$ cat src/rtl/vga_frame_ctrl_pkg.sv
// Shared VGA 640x480 timing defaults and update-FSM encoding.
// Optional frame counter: define VGA_FRAME_CNT_EN.
package vga_frame_ctrl_pkg;

  localparam int H_VIS_DEF   = 640;
  localparam int V_VIS_DEF   = 480;
  localparam int CLK_DIV_DEF = 4;
  localparam int H_TOTAL_DEF = 800;
  localparam int H_SYNC_DEF  = 96;
  localparam int H_BP_DEF    = 48;
  localparam int V_TOTAL_DEF = 521;
  localparam int V_SYNC_DEF  = 2;
  localparam int V_BP_DEF    = 29;

  typedef enum logic [1:0] {
    S_IDLE,
    S_WAIT,
    S_GRANT,
    S_DONE
  } upd_state_t;

endpackage

$ cat src/rtl/vga_timing_core.sv
// Pixel divider, h/v counters and registered sync/window outputs.
// Frame counter present only with VGA_FRAME_CNT_EN defined.
module vga_timing_core #(
  parameter int CLK_DIV = 4,
  parameter int H_TOTAL = 800,
  parameter int H_SYNC  = 96,
  parameter int H_BP    = 48,
  parameter int H_VIS   = 640,
  parameter int V_TOTAL = 521,
  parameter int V_SYNC  = 2,
  parameter int V_BP    = 29,
  parameter int V_VIS   = 480
) (
  input  logic        clk,
  input  logic        rst,
  output logic        hsync,
  output logic        vsync,
  output logic        active,
  output logic [9:0]  pix_x,
  output logic [8:0]  pix_y,
  output logic        vblank,
  output logic        vblank_nxt,
  output logic [15:0] frame_cnt
);

  localparam int DW = (CLK_DIV > 1) ? $clog2(CLK_DIV) : 1;

  localparam logic [DW-1:0] D_LAST = DW'(CLK_DIV - 1);
  localparam logic [9:0] H_LAST = 10'(H_TOTAL - 1);
  localparam logic [9:0] V_LAST = 10'(V_TOTAL - 1);
  localparam logic [9:0] HS_W   = 10'(H_SYNC);
  localparam logic [9:0] VS_W   = 10'(V_SYNC);
  localparam logic [9:0] H_ST   = 10'(H_SYNC + H_BP);
  localparam logic [9:0] H_EN   = 10'(H_SYNC + H_BP + H_VIS);
  localparam logic [9:0] V_ST   = 10'(V_SYNC + V_BP);
  localparam logic [9:0] V_EN   = 10'(V_SYNC + V_BP + V_VIS);

  logic [DW-1:0] div;
  logic [9:0]    hcount;
  logic [9:0]    vcount;
  logic          pix_en;
  logic          h_wrap;
  logic          h_act;
  logic          v_act;
  logic          act_nxt;
  logic [9:0]    hx;
  logic [8:0]    vy;

  assign pix_en = (div == D_LAST);
  assign h_wrap = pix_en & (hcount == H_LAST);

  always_ff @(posedge clk) begin
    if (rst) begin
      div    <= '0;
      hcount <= '0;
      vcount <= '0;
    end else begin
      div <= pix_en ? '0 : div + DW'(1);
      if (pix_en)
        hcount <= h_wrap ? '0 : hcount + 10'd1;
      if (h_wrap)
        vcount <= (vcount == V_LAST) ? '0 : vcount + 10'd1;
    end
  end

  assign h_act      = (hcount >= H_ST) && (hcount < H_EN);
  assign v_act      = (vcount >= V_ST) && (vcount < V_EN);
  assign act_nxt    = h_act & v_act;
  assign vblank_nxt = ~v_act;
  assign hx         = hcount - H_ST;
  // Visible rows fit in 9 bits, so the low-bit difference is exact.
  assign vy         = vcount[8:0] - V_ST[8:0];

  always_ff @(posedge clk) begin
    if (rst) begin
      hsync  <= 1'b1;
      vsync  <= 1'b1;
      active <= 1'b0;
      pix_x  <= '0;
      pix_y  <= '0;
      vblank <= 1'b0;
    end else begin
      hsync  <= ~(hcount < HS_W);
      vsync  <= ~(vcount < VS_W);
      active <= act_nxt;
      pix_x  <= act_nxt ? hx : '0;
      pix_y  <= act_nxt ? vy : '0;
      vblank <= vblank_nxt;
    end
  end

`ifdef VGA_FRAME_CNT_EN
  logic        f_wrap;
  logic [15:0] fcnt;

  assign f_wrap = h_wrap & (vcount == V_LAST);

  always_ff @(posedge clk) begin
    if (rst)
      fcnt <= '0;
    else if (f_wrap)
      fcnt <= fcnt + 16'd1;
  end

  assign frame_cnt = fcnt;
`else
  assign frame_cnt = '0;
`endif

endmodule

$ cat src/rtl/vga_frame_ctrl.sv
// VGA frame controller: timing core plus blanking-window update arbiter.
// Frame counter enabled by defining VGA_FRAME_CNT_EN.
module vga_frame_ctrl
  import vga_frame_ctrl_pkg::*;
#(
  parameter int CLK_DIV = CLK_DIV_DEF,
  parameter int H_TOTAL = H_TOTAL_DEF,
  parameter int H_SYNC  = H_SYNC_DEF,
  parameter int H_BP    = H_BP_DEF,
  parameter int V_TOTAL = V_TOTAL_DEF,
  parameter int V_SYNC  = V_SYNC_DEF,
  parameter int V_BP    = V_BP_DEF,
  parameter int H_VIS   = H_VIS_DEF,
  parameter int V_VIS   = V_VIS_DEF
) (
  input  logic        clk,
  input  logic        rst,
  output logic        Hsync,
  output logic        Vsync,
  output logic        active,
  output logic [9:0]  pix_x,
  output logic [8:0]  pix_y,
  output logic        vblank,
  input  logic        upd_req,
  input  logic        upd_done,
  output logic        upd_gnt,
  output logic        upd_abort,
  output logic [15:0] frame_cnt
);

  upd_state_t state;
  upd_state_t state_nxt;
  logic       vblank_nxt;
  logic       vb_rise;
  logic       vb_fall;
  logic       abort_nxt;

  vga_timing_core #(
    .CLK_DIV (CLK_DIV),
    .H_TOTAL (H_TOTAL),
    .H_SYNC  (H_SYNC),
    .H_BP    (H_BP),
    .H_VIS   (H_VIS),
    .V_TOTAL (V_TOTAL),
    .V_SYNC  (V_SYNC),
    .V_BP    (V_BP),
    .V_VIS   (V_VIS)
  ) u_core (
    .clk        (clk),
    .rst        (rst),
    .hsync      (Hsync),
    .vsync      (Vsync),
    .active     (active),
    .pix_x      (pix_x),
    .pix_y      (pix_y),
    .vblank     (vblank),
    .vblank_nxt (vblank_nxt),
    .frame_cnt  (frame_cnt)
  );

  // Edges are seen one cycle early so grant/abort line up with vblank.
  assign vb_rise = vblank_nxt & ~vblank;
  assign vb_fall = vblank & ~vblank_nxt;

  always_comb begin
    state_nxt = state;
    abort_nxt = 1'b0;
    unique case (state)
      S_IDLE:
        if (upd_req)
          state_nxt = vblank_nxt ? S_GRANT : S_WAIT;
      S_WAIT:
        if (!upd_req)
          state_nxt = S_IDLE;
        else if (vb_rise)
          state_nxt = S_GRANT;
      S_GRANT:
        if (upd_done) begin
          state_nxt = S_DONE;
        end else if (vb_fall) begin
          state_nxt = S_DONE;
          abort_nxt = 1'b1;
        end
      S_DONE:
        if (!upd_req)
          state_nxt = S_IDLE;
      default:
        state_nxt = S_IDLE;
    endcase
  end

  always_ff @(posedge clk) begin
    if (rst) begin
      state     <= S_IDLE;
      upd_gnt   <= 1'b0;
      upd_abort <= 1'b0;
    end else begin
      state     <= state_nxt;
      upd_gnt   <= (state_nxt == S_GRANT);
      upd_abort <= abort_nxt;
    end
  end

endmodule
$ cat config.mk
export PLATFORM = sky130hd
export DESIGN_NAME = vga_frame_ctrl
export DESIGN_NICKNAME = d
export VERILOG_FILES = /design/src/rtl/vga_frame_ctrl_pkg.sv /design/src/rtl/vga_timing_core.sv /design/src/rtl/vga_frame_ctrl.sv
export SDC_FILE = /design/constraint.sdc
export NUM_CORES = 1
export LEC_CHECK = 0
export CORE_MARGIN = 4
export CORE_UTILIZATION = 35
export DETAILED_ROUTE_END_ITERATION = 6
export GPL_TIMING_DRIVEN = 0
export PLACE_DENSITY = 0.57
export SYNTH_ARGS = -nofsm -noshare
export SYNTH_HDL_FRONTEND = slang
export SYNTH_SLANG_ARGS = --single-unit
$ cat constraint.sdc
create_clock -name clk -period 2.4 [get_ports clk]
set_input_delay 0.48 -clock clk [delete_from_list [all_inputs] [get_ports clk]]
set_output_delay 0.48 -clock clk [all_outputs]
set_load 0.05 [all_outputs]
==> impl_table.tex, run 1 <==
\begin{tabular}{lr}
\hline
Metric & Value \\
\hline
\multicolumn{2}{l}{\textbf{Place}} \\
IO buf count & 27 \\
Routability congestion estimate & 0.861 \\
Placed wire-length estimate after detailed placement & 3.49 mm \\
\multicolumn{2}{l}{\textbf{Yosys}} \\
Syn\_area\_per\_cell & 9.54 um2 \\
Share of the synthesized area in the top cell type & 0.405 \\
Top FF cell, synth & dfxtp\_1 \\
Number of distinct library cells after synthesis & 50 \\
Yosys warnings & 0 \\
Syn Inst Count & 254 \\
Number of flip-flops and latches in the synthesized netlist & 49 \\
Post-synth ARST share & 0 \\
Biggest area contributors in the synthesized netlist & dfxtp\_1 (40\%), nor3\_2 (7.4\%), buf\_4 (5.6\%) \\
Sequential cell area fraction in the yosys report & 0.405 \\
Number of synthesized flops with an enable pin & 0 \\
Area of the mapped netlist & 2420 um2 \\
Largest area contributor in the netlist & dfxtp\_1 \\
\multicolumn{2}{l}{\textbf{Global route}} \\
Leftover overflow at the end of global routing & 0 \\
GRT Util Overall & 0.126 \\
Number of global-route vias before repair & 1,720 \\
Wire length of the first global-routing pass & 8.42 mm \\
Largest net degree at the start of global routing & 14 \\
Number of antenna violations at the first check in global routing & 0 \\
\multicolumn{2}{l}{\textbf{Cells and area}} \\
Count of inserted antenna diode cells & 0 \\
Most frequent cells in the layout & dfxtp\_1 (49), clkdlybuf4s50\_1 (27), buf\_4 (18), nor3\_2 (18) \\
Layout cells sized above 1 & 0.201 \\
Layout fillers & 675 \\
Final Util & 0.435 \\
Total area of sequential cells & 981 um2 \\
Final net count & 315 \\
Most common cell after layout, fill and taps aside & dfxtp\_1 \\
Combined area of the multi-input logic cells & 1210 um2 \\
Layout Area Growth over Synthesis & 21.2\% \\
\multicolumn{2}{l}{\textbf{Floorplan}} \\
Placement Rows & 30 \\
Die ar. & 8320 um2 \\
IO Pins & 45 \\
Starting density of the core & 0.359 \\
Die Ht & 91.2 um \\
Core area & 6760 um2 \\
Die width & 91.2 um \\
\multicolumn{2}{l}{\textbf{Setup path}} \\
CP Cell Sequence & inv\_1 > ha\_1 > and3\_1 > a31oi\_1 > nand2\_1 > o41ai\_1 \\
Critical path buffers and inverters & 1 \\
Maximum fanout count along the critical path & 6 \\
Crit path arrival time & 2.28 ns \\
Critical path startpoint & u\_core.vcount[0]\$\_SDFFE\_PP0P\_ \\
Endpoint of the worst-slack reg-to-reg timing path & u\_core.vcount[7]\$\_SDFFE\_PP0P\_ \\
Required time reported for the critical path endpoint & 2.60 ns \\
Slowest cell on crit path & dfxtp\_1 \\
Number of cell instances on the worst register-to-register path & 6 \\
Worst path max stage delay & 0.47 ns \\
Start-to-end type of the worst setup path & register to register \\
Startpoint types & register \\
Kind of end point of the critical path & register \\
Gate family responsible for the most delay along the worst path & compound AO/OA/AOI/OAI gates \\
FF-to-FF Start & u\_core.vcount[0]\$\_SDFFE\_PP0P\_ \\
Flop2flop setup slack & 0.32 ns \\
\multicolumn{2}{l}{\textbf{Drt}} \\
Drc violations & 0 \\
Via Count & 1,837 \\
Via count normalized by instance count & 4.80 \\
DRC marker count from the first detailed-route iteration & 152 \\
Wire length per cell & 12.9 um \\
Number of detailed-routing iterations run before antenna repair & 4 \\
Number of antenna-violating nets in the routed design & 0 \\
Final wirelength & 4.93 mm \\
\multicolumn{2}{l}{\textbf{Power}} \\
Static power due to leakage & 1.07 nW \\
Power per cell area & 509 nW/um2 \\
Maximum vdd drop & 248 uV \\
\multicolumn{2}{l}{\textbf{Clock network}} \\
Largest buffer count on any clock path & 2 \\
Number of sinks handled by clock tree synthesis & 49 \\
Number of H-tree levels & 2 \\
Inserted Clock Buffers & 5 \\
Worst-Skew Late Latency & 0.30 ns \\
Clock tree from TritonCTS & yes \\
Post CTS Setup Buffer Count & 0 \\
Clock transition at path regs & 0.08 ns \\
Cell at the root of the clock tree & clkbuf\_8 \\
Hold-fix buffers, CTS & 0 \\
Quantity of gates resized following cts & 0 \\
\multicolumn{2}{l}{\textbf{STA}} \\
Final cycle utilization of the critical path & 0.866 \\
Final number of hold-violating endpoints & 0 \\
Largest clock skew in the final design & 0.00392 ns \\
Remaining max-slew budget at the tightest pin & 0.641 \\
Min Clock Period, post-route & 2.08 ns \\
Final Setup Violations & 0 \\
Post-route setup TNS & 0 ns \\
Maximum clock frequency & 481 MHz \\
Setup repair after global routing missed its margin & no \\
Least-Margin Pin Slew & 0.538 ns \\
Max-slew violation count & 0 \\
\multicolumn{2}{l}{\textbf{Hold path}} \\
Hold Path End & u\_core.div[0]\$\_SDFF\_PP0\_ \\
Startpoint of the tightest hold check path & u\_core.div[0]\$\_SDFF\_PP0\_ \\
Worst hold path type & register to register \\
Number of cells on the worst hold path & 1 \\
\multicolumn{2}{l}{\textbf{Run status}} \\
Outcome & completed \\
\multicolumn{2}{l}{\textbf{Run}} \\
Total of max-cap violations & 0 \\
\hline
\end{tabular}
-- routing by layer --
layer	global-route usage	vias up	routed length, um
met3	0.0232	10	192
met1	0.177	827	2460
li1	-	946	-
met2	0.187	54	2180
met4	0.0565	0	106
met5	0	-	0
-- power by group --
group	switching, W	total, W	internal, W
registers	0.0000139	0.000842	0.000828
logic	0.000110	0.000164	0.0000546
clock network	0.000260	0.000489	0.000229
-- registers in the layout, summed over array words and instances (netlist names), 2 cells and up --
| signal | count |
|---|---|
| u_core.div | 2 |
| u_core.hcount | 10 |
| u_core.pix_y | 9 |
| u_core.vcount | 10 |
| u_core.pix_x | 10 |
| state | 2 |
-- worst max-delay path by stage --
stage / endpoint / cells past startpoint
floorplan: u_core.pix_y[8]$_SDFF_PP0_ / 7
global placement: u_core.vcount[3]$_SDFFE_PP0P_ / 4
detailed placement: u_core.vcount[9]$_SDFFE_PP0P_ / 7
CTS: vblank / 1
global route: u_core.vcount[7]$_SDFFE_PP0P_ / 6
finish: u_core.vcount[7]$_SDFFE_PP0P_ / 6
-- Yosys cell counts (all sizes together) (3+ instances only) --
master,number
dfxtp,49
buf,30
nor3,22
nand2,16
nor2,15
nand3,13
xnor2,13
inv,12
ha,8
o211ai,7
a21oi,6
o31ai,6
nand4,5
and3,4
nor2b,4
nor4,4
xor2,4
nand2b,3
o21ai,3
-- area by class of cell --
cell class | instances | area share
plain buffers | 32 | 0.0818
clock buffers | 7 | 0.0294
inverters | 13 | 0.0166
multi-input cells | 175 | 0.412
flip-flops and latches | 49 | 0.334
well taps | 80 | 0.0341
repair buffers | 27 | 0.0920
-- kinds of logic after synthesis --
logic type	Yosys count	share of synthesized area
other cells	1	0.00155
flops	49	0.405
buf+inv	45	0.119
fa+ha+maj	8	0.0413
xor+xnor	17	0.0614
compound gates	38	0.124
simple gates	96	0.247
-- stage by stage --
step / area (um2) / hold slack [ns] / total power [W] / setup slack, ns / cells
final: 2940 / 0.449 / 0.00150 / 0.321 / 383
after CTS: 2940 / 0.448 / 0.00152 / 0.342 / 383
after floorplan: 2480 / 0.404 / 0.000996 / 0.610 / 269
after detailed placement: 2850 / 0.435 / 0.00102 / 0.375 / 376
after global routing: 2940 / 0.467 / 0.00156 / 0.165 / 383
after global placement: 2850 / 0.412 / 0.00102 / 0.409 / 376
Note: power is estimated with default switching activity, not from simulation.
==> run 2: changes to the inputs <==
Settings changed: CAP_MARGIN set to 30, CORE_UTILIZATION 35 to 52, PLACE_DENSITY 0.57 to 0.8.
==> run 2 against run 1 <==
Total power increased by 7.2%. Critical endpoint is now vblank. Via count is 3.8% higher. Combinational power hardly changed. Die area down 30%. Fmax up 0.53%.
==> impl_table.tex, run 2 (synthesized netlist as in run 1, its figures left out) <==
\begin{tabular}{lr}
\hline
Metric & Value \\
\hline
\multicolumn{2}{l}{\textbf{Clock network}} \\
Hold-fix buffers, CTS & 0 (unchanged) \\
Worst-Skew Late Latency & 0.31 ns (about the same) \\
Cell at the root of the clock tree & clkbuf\_8 \\
Largest buffer count on any clock path & 2 (unchanged) \\
Number of H-tree levels & 2 (unchanged) \\
Clock transition at path regs & 0.09 ns (about the same) \\
Clock tree from TritonCTS & yes \\
Post CTS Setup Buffer Count & 0 (unchanged) \\
Quantity of gates resized following cts & 0 (unchanged) \\
Inserted Clock Buffers & 5 (unchanged) \\
Number of sinks handled by clock tree synthesis & 49 (unchanged) \\
\multicolumn{2}{l}{\textbf{Floorplan}} \\
Core area & 4440 um2 (-34\%) \\
Placement Rows & 24 (-20\%) \\
Die Ht & 76.3 um (-16\%) \\
Die ar. & 5820 um2 (-30\%) \\
Starting density of the core & 0.545 (+0.187) \\
Die width & 76.3 um (-16\%) \\
IO Pins & 45 (unchanged) \\
\multicolumn{2}{l}{\textbf{Setup path}} \\
Crit path arrival time & 1.59 ns (-0.69 ns) \\
Maximum fanout count along the critical path & 6 (unchanged) \\
Start-to-end type of the worst setup path & register to primary output \\
CP Cell Sequence & clkdlybuf4s50\_1 \\
Worst path max stage delay & 0.84 ns (+0.37 ns) \\
Slowest cell on crit path & clkdlybuf4s50\_1 \\
Gate family responsible for the most delay along the worst path & buffers and inverters \\
Critical path buffers and inverters & 1 (unchanged) \\
Startpoint types & register \\
Kind of end point of the critical path & primary output \\
Required time reported for the critical path endpoint & 1.92 ns (-0.68 ns) \\
\multicolumn{2}{l}{\textbf{Global route}} \\
Leftover overflow at the end of global routing & 0 (unchanged) \\
Number of antenna violations at the first check in global routing & 0 (unchanged) \\
Wire length of the first global-routing pass & 8.29 mm (-1.6\%) \\
Number of global-route vias before repair & 1,776 (+3.3\%) \\
GRT Util Overall & 0.172 (+0.0460) \\
Largest net degree at the start of global routing & 17 (+3) \\
\multicolumn{2}{l}{\textbf{Place}} \\
Placed cell count & 348 (-7.4\%) \\
Routability congestion estimate & 0.860 (-0.21\%) \\
IO buf count & 27 (unchanged) \\
Placed wire-length estimate after detailed placement & 3.47 mm (-0.64\%) \\
\multicolumn{2}{l}{\textbf{Power}} \\
Maximum vdd drop & 316 uV (+27\%) \\
Power per cell area & 547 nW/um2 (+7.5\%) \\
Static power due to leakage & 1.08 nW (+1.3\%) \\
\multicolumn{2}{l}{\textbf{STA}} \\
Remaining max-slew budget at the tightest pin & 0.652 (+0.0105) \\
Post-route setup TNS & 0 ns (unchanged) \\
Worst hold margin & 0.438 ns (-0.0113 ns) \\
Largest clock skew in the final design & 0.00895 ns (+0.00504 ns) \\
Final cycle utilization of the critical path & 0.862 (-0.00460) \\
Maximum clock frequency & 484 MHz (+0.53\%) \\
Setup repair after global routing missed its margin & no \\
Min Clock Period, post-route & 2.07 ns (-0.0110 ns) \\
Final Setup Violations & 0 (unchanged) \\
Final number of hold-violating endpoints & 0 (unchanged) \\
Max-slew violation count & 0 (unchanged) \\
Least-Margin Pin Slew & 0.522 ns (-0.0158 ns) \\
\multicolumn{2}{l}{\textbf{Cells and area}} \\
Count of inserted antenna diode cells & 0 (unchanged) \\
Layout cells sized above 1 & 0.207 (+0.00592) \\
Top flop regs & u\_core.hcount: 10 flops, u\_core.pix\_x: 10 flops, u\_core.vcount: 10 flops \\
Post-route insts no fill & 356 (-7.0\%) \\
Layout Area Growth over Synthesis & 20.8\% \\
Most frequent cells in the layout & dfxtp\_1 (49), clkdlybuf4s50\_1 (27), buf\_4 (18), nor3\_2 (18) \\
Final net count & 315 (unchanged) \\
Most common cell after layout, fill and taps aside & dfxtp\_1 \\
\multicolumn{2}{l}{\textbf{Run status}} \\
Outcome & completed \\
\multicolumn{2}{l}{\textbf{Drt}} \\
DRC marker count from the first detailed-route iteration & 130 (-14\%) \\
Final wirelength & 4.86 mm (-1.4\%) \\
Via Count & 1,906 (+3.8\%) \\
Via count normalized by instance count & 5.35 (+12\%) \\
Number of antenna-violating nets in the routed design & 0 (unchanged) \\
Drc violations & 0 (unchanged) \\
Number of detailed-routing iterations run before antenna repair & 4 (unchanged) \\
Wire length per cell & 13.7 um (+6.1\%) \\
\multicolumn{2}{l}{\textbf{Hold path}} \\
Worst hold path type & register to register \\
\multicolumn{2}{l}{\textbf{Run}} \\
Total of max-cap violations & 0 (unchanged) \\
\hline
\end{tabular}
-- run 2: changes by cell type in the layout (fill, tap and decap cells not counted), sizes merged --
cell    delta
inv        +1
clkinv     +1
clkbuf     -2
bufinv     +1
-- run 2: power breakdown --
group	switching (W)	internal, W	total [W]	leakage [nW]
combinational	0.000110	0.0000544	0.000164	0.626
sequential	0.0000146	0.000829	0.000843	0.397
clock	0.000283	0.000312	0.000595	0.0585
total	0.000408	0.00120	0.00160	1.08
-- run 2: path summary, 6_finish.rpt --
path | end | from | slack, ns | depth (start not counted)
worst min register to register | u_core.div[0]$_SDFF_PP0_ | u_core.div[0]$_SDFF_PP0_ | 0.44 | 1
worst min-delay path | u_core.div[0]$_SDFF_PP0_ | u_core.div[0]$_SDFF_PP0_ | 0.44 | 1
worst max register to register | u_core.vcount[7]$_SDFFE_PP0P_ | u_core.vcount[0]$_SDFFE_PP0P_ | 0.38 | 6
worst max-delay path | vblank | u_core.vblank$_SDFF_PP0_ | 0.33 | 1
-- run 2: layout make-up --
type | count | area [um2]
Clock inverter | 3 | 43.8
Timing Repair Buffer | 27 | 270
Clock buffer | 5 | 68.8
Inverter | 13 | 48.8
Fill cell | 388 | 1520
Buffer | 32 | 240
Sequential cell | 49 | 981
Multi-Input combinational cell | 175 | 1210
Tap cell | 52 | 65.1
-- run 2: layer usage --
metal	vias up	global-route usage	part of all wire
met4	0	0.0598	0.012
met3	5	0.0449	0.064
met2	61	0.279	0.47
li1	949	-	-
met1	891	0.221	0.45
met5	-	0	0
-- run 2: metrics by stage --
stage	utilization	instance area (um2)	total power (W)	setup slack [ns]
after global routing	0.659	2930	0.00166	0.188
final	0.659	2930	0.00160	0.332
after floorplan	-	2480	0.000996	0.610
after CTS	0.659	2930	0.00162	0.336
after global placement	0.633	2820	0.00102	0.452
after detailed placement	0.633	2820	0.00103	0.380
==> run 3: changes to the inputs <==
--- a/config.mk
+++ b/config.mk
@@ -9,4 +9,5 @@
 export CORE_MARGIN = 4
 export CORE_UTILIZATION = 52
+export CTS_CLUSTER_DIAMETER = 200
 export DETAILED_ROUTE_END_ITERATION = 6
 export GPL_TIMING_DRIVEN = 0
==> constraint.sdc (replaced) <==
create_clock -name clk -period 2.4 [get_ports clk]
set_input_delay 0.72 -clock clk [delete_from_list [all_inputs] [get_ports clk]]
set_output_delay 0.72 -clock clk [all_outputs]
set_load 0.05 [all_outputs]
==> results of run 3 <==
Same layout as run 2 (identical final DEF). Status: completed.
Main changes from that run: setup slack after placement 0.380 ns -> 0.140 ns; setup slack after layout 0.332 ns -> 0.0923 ns
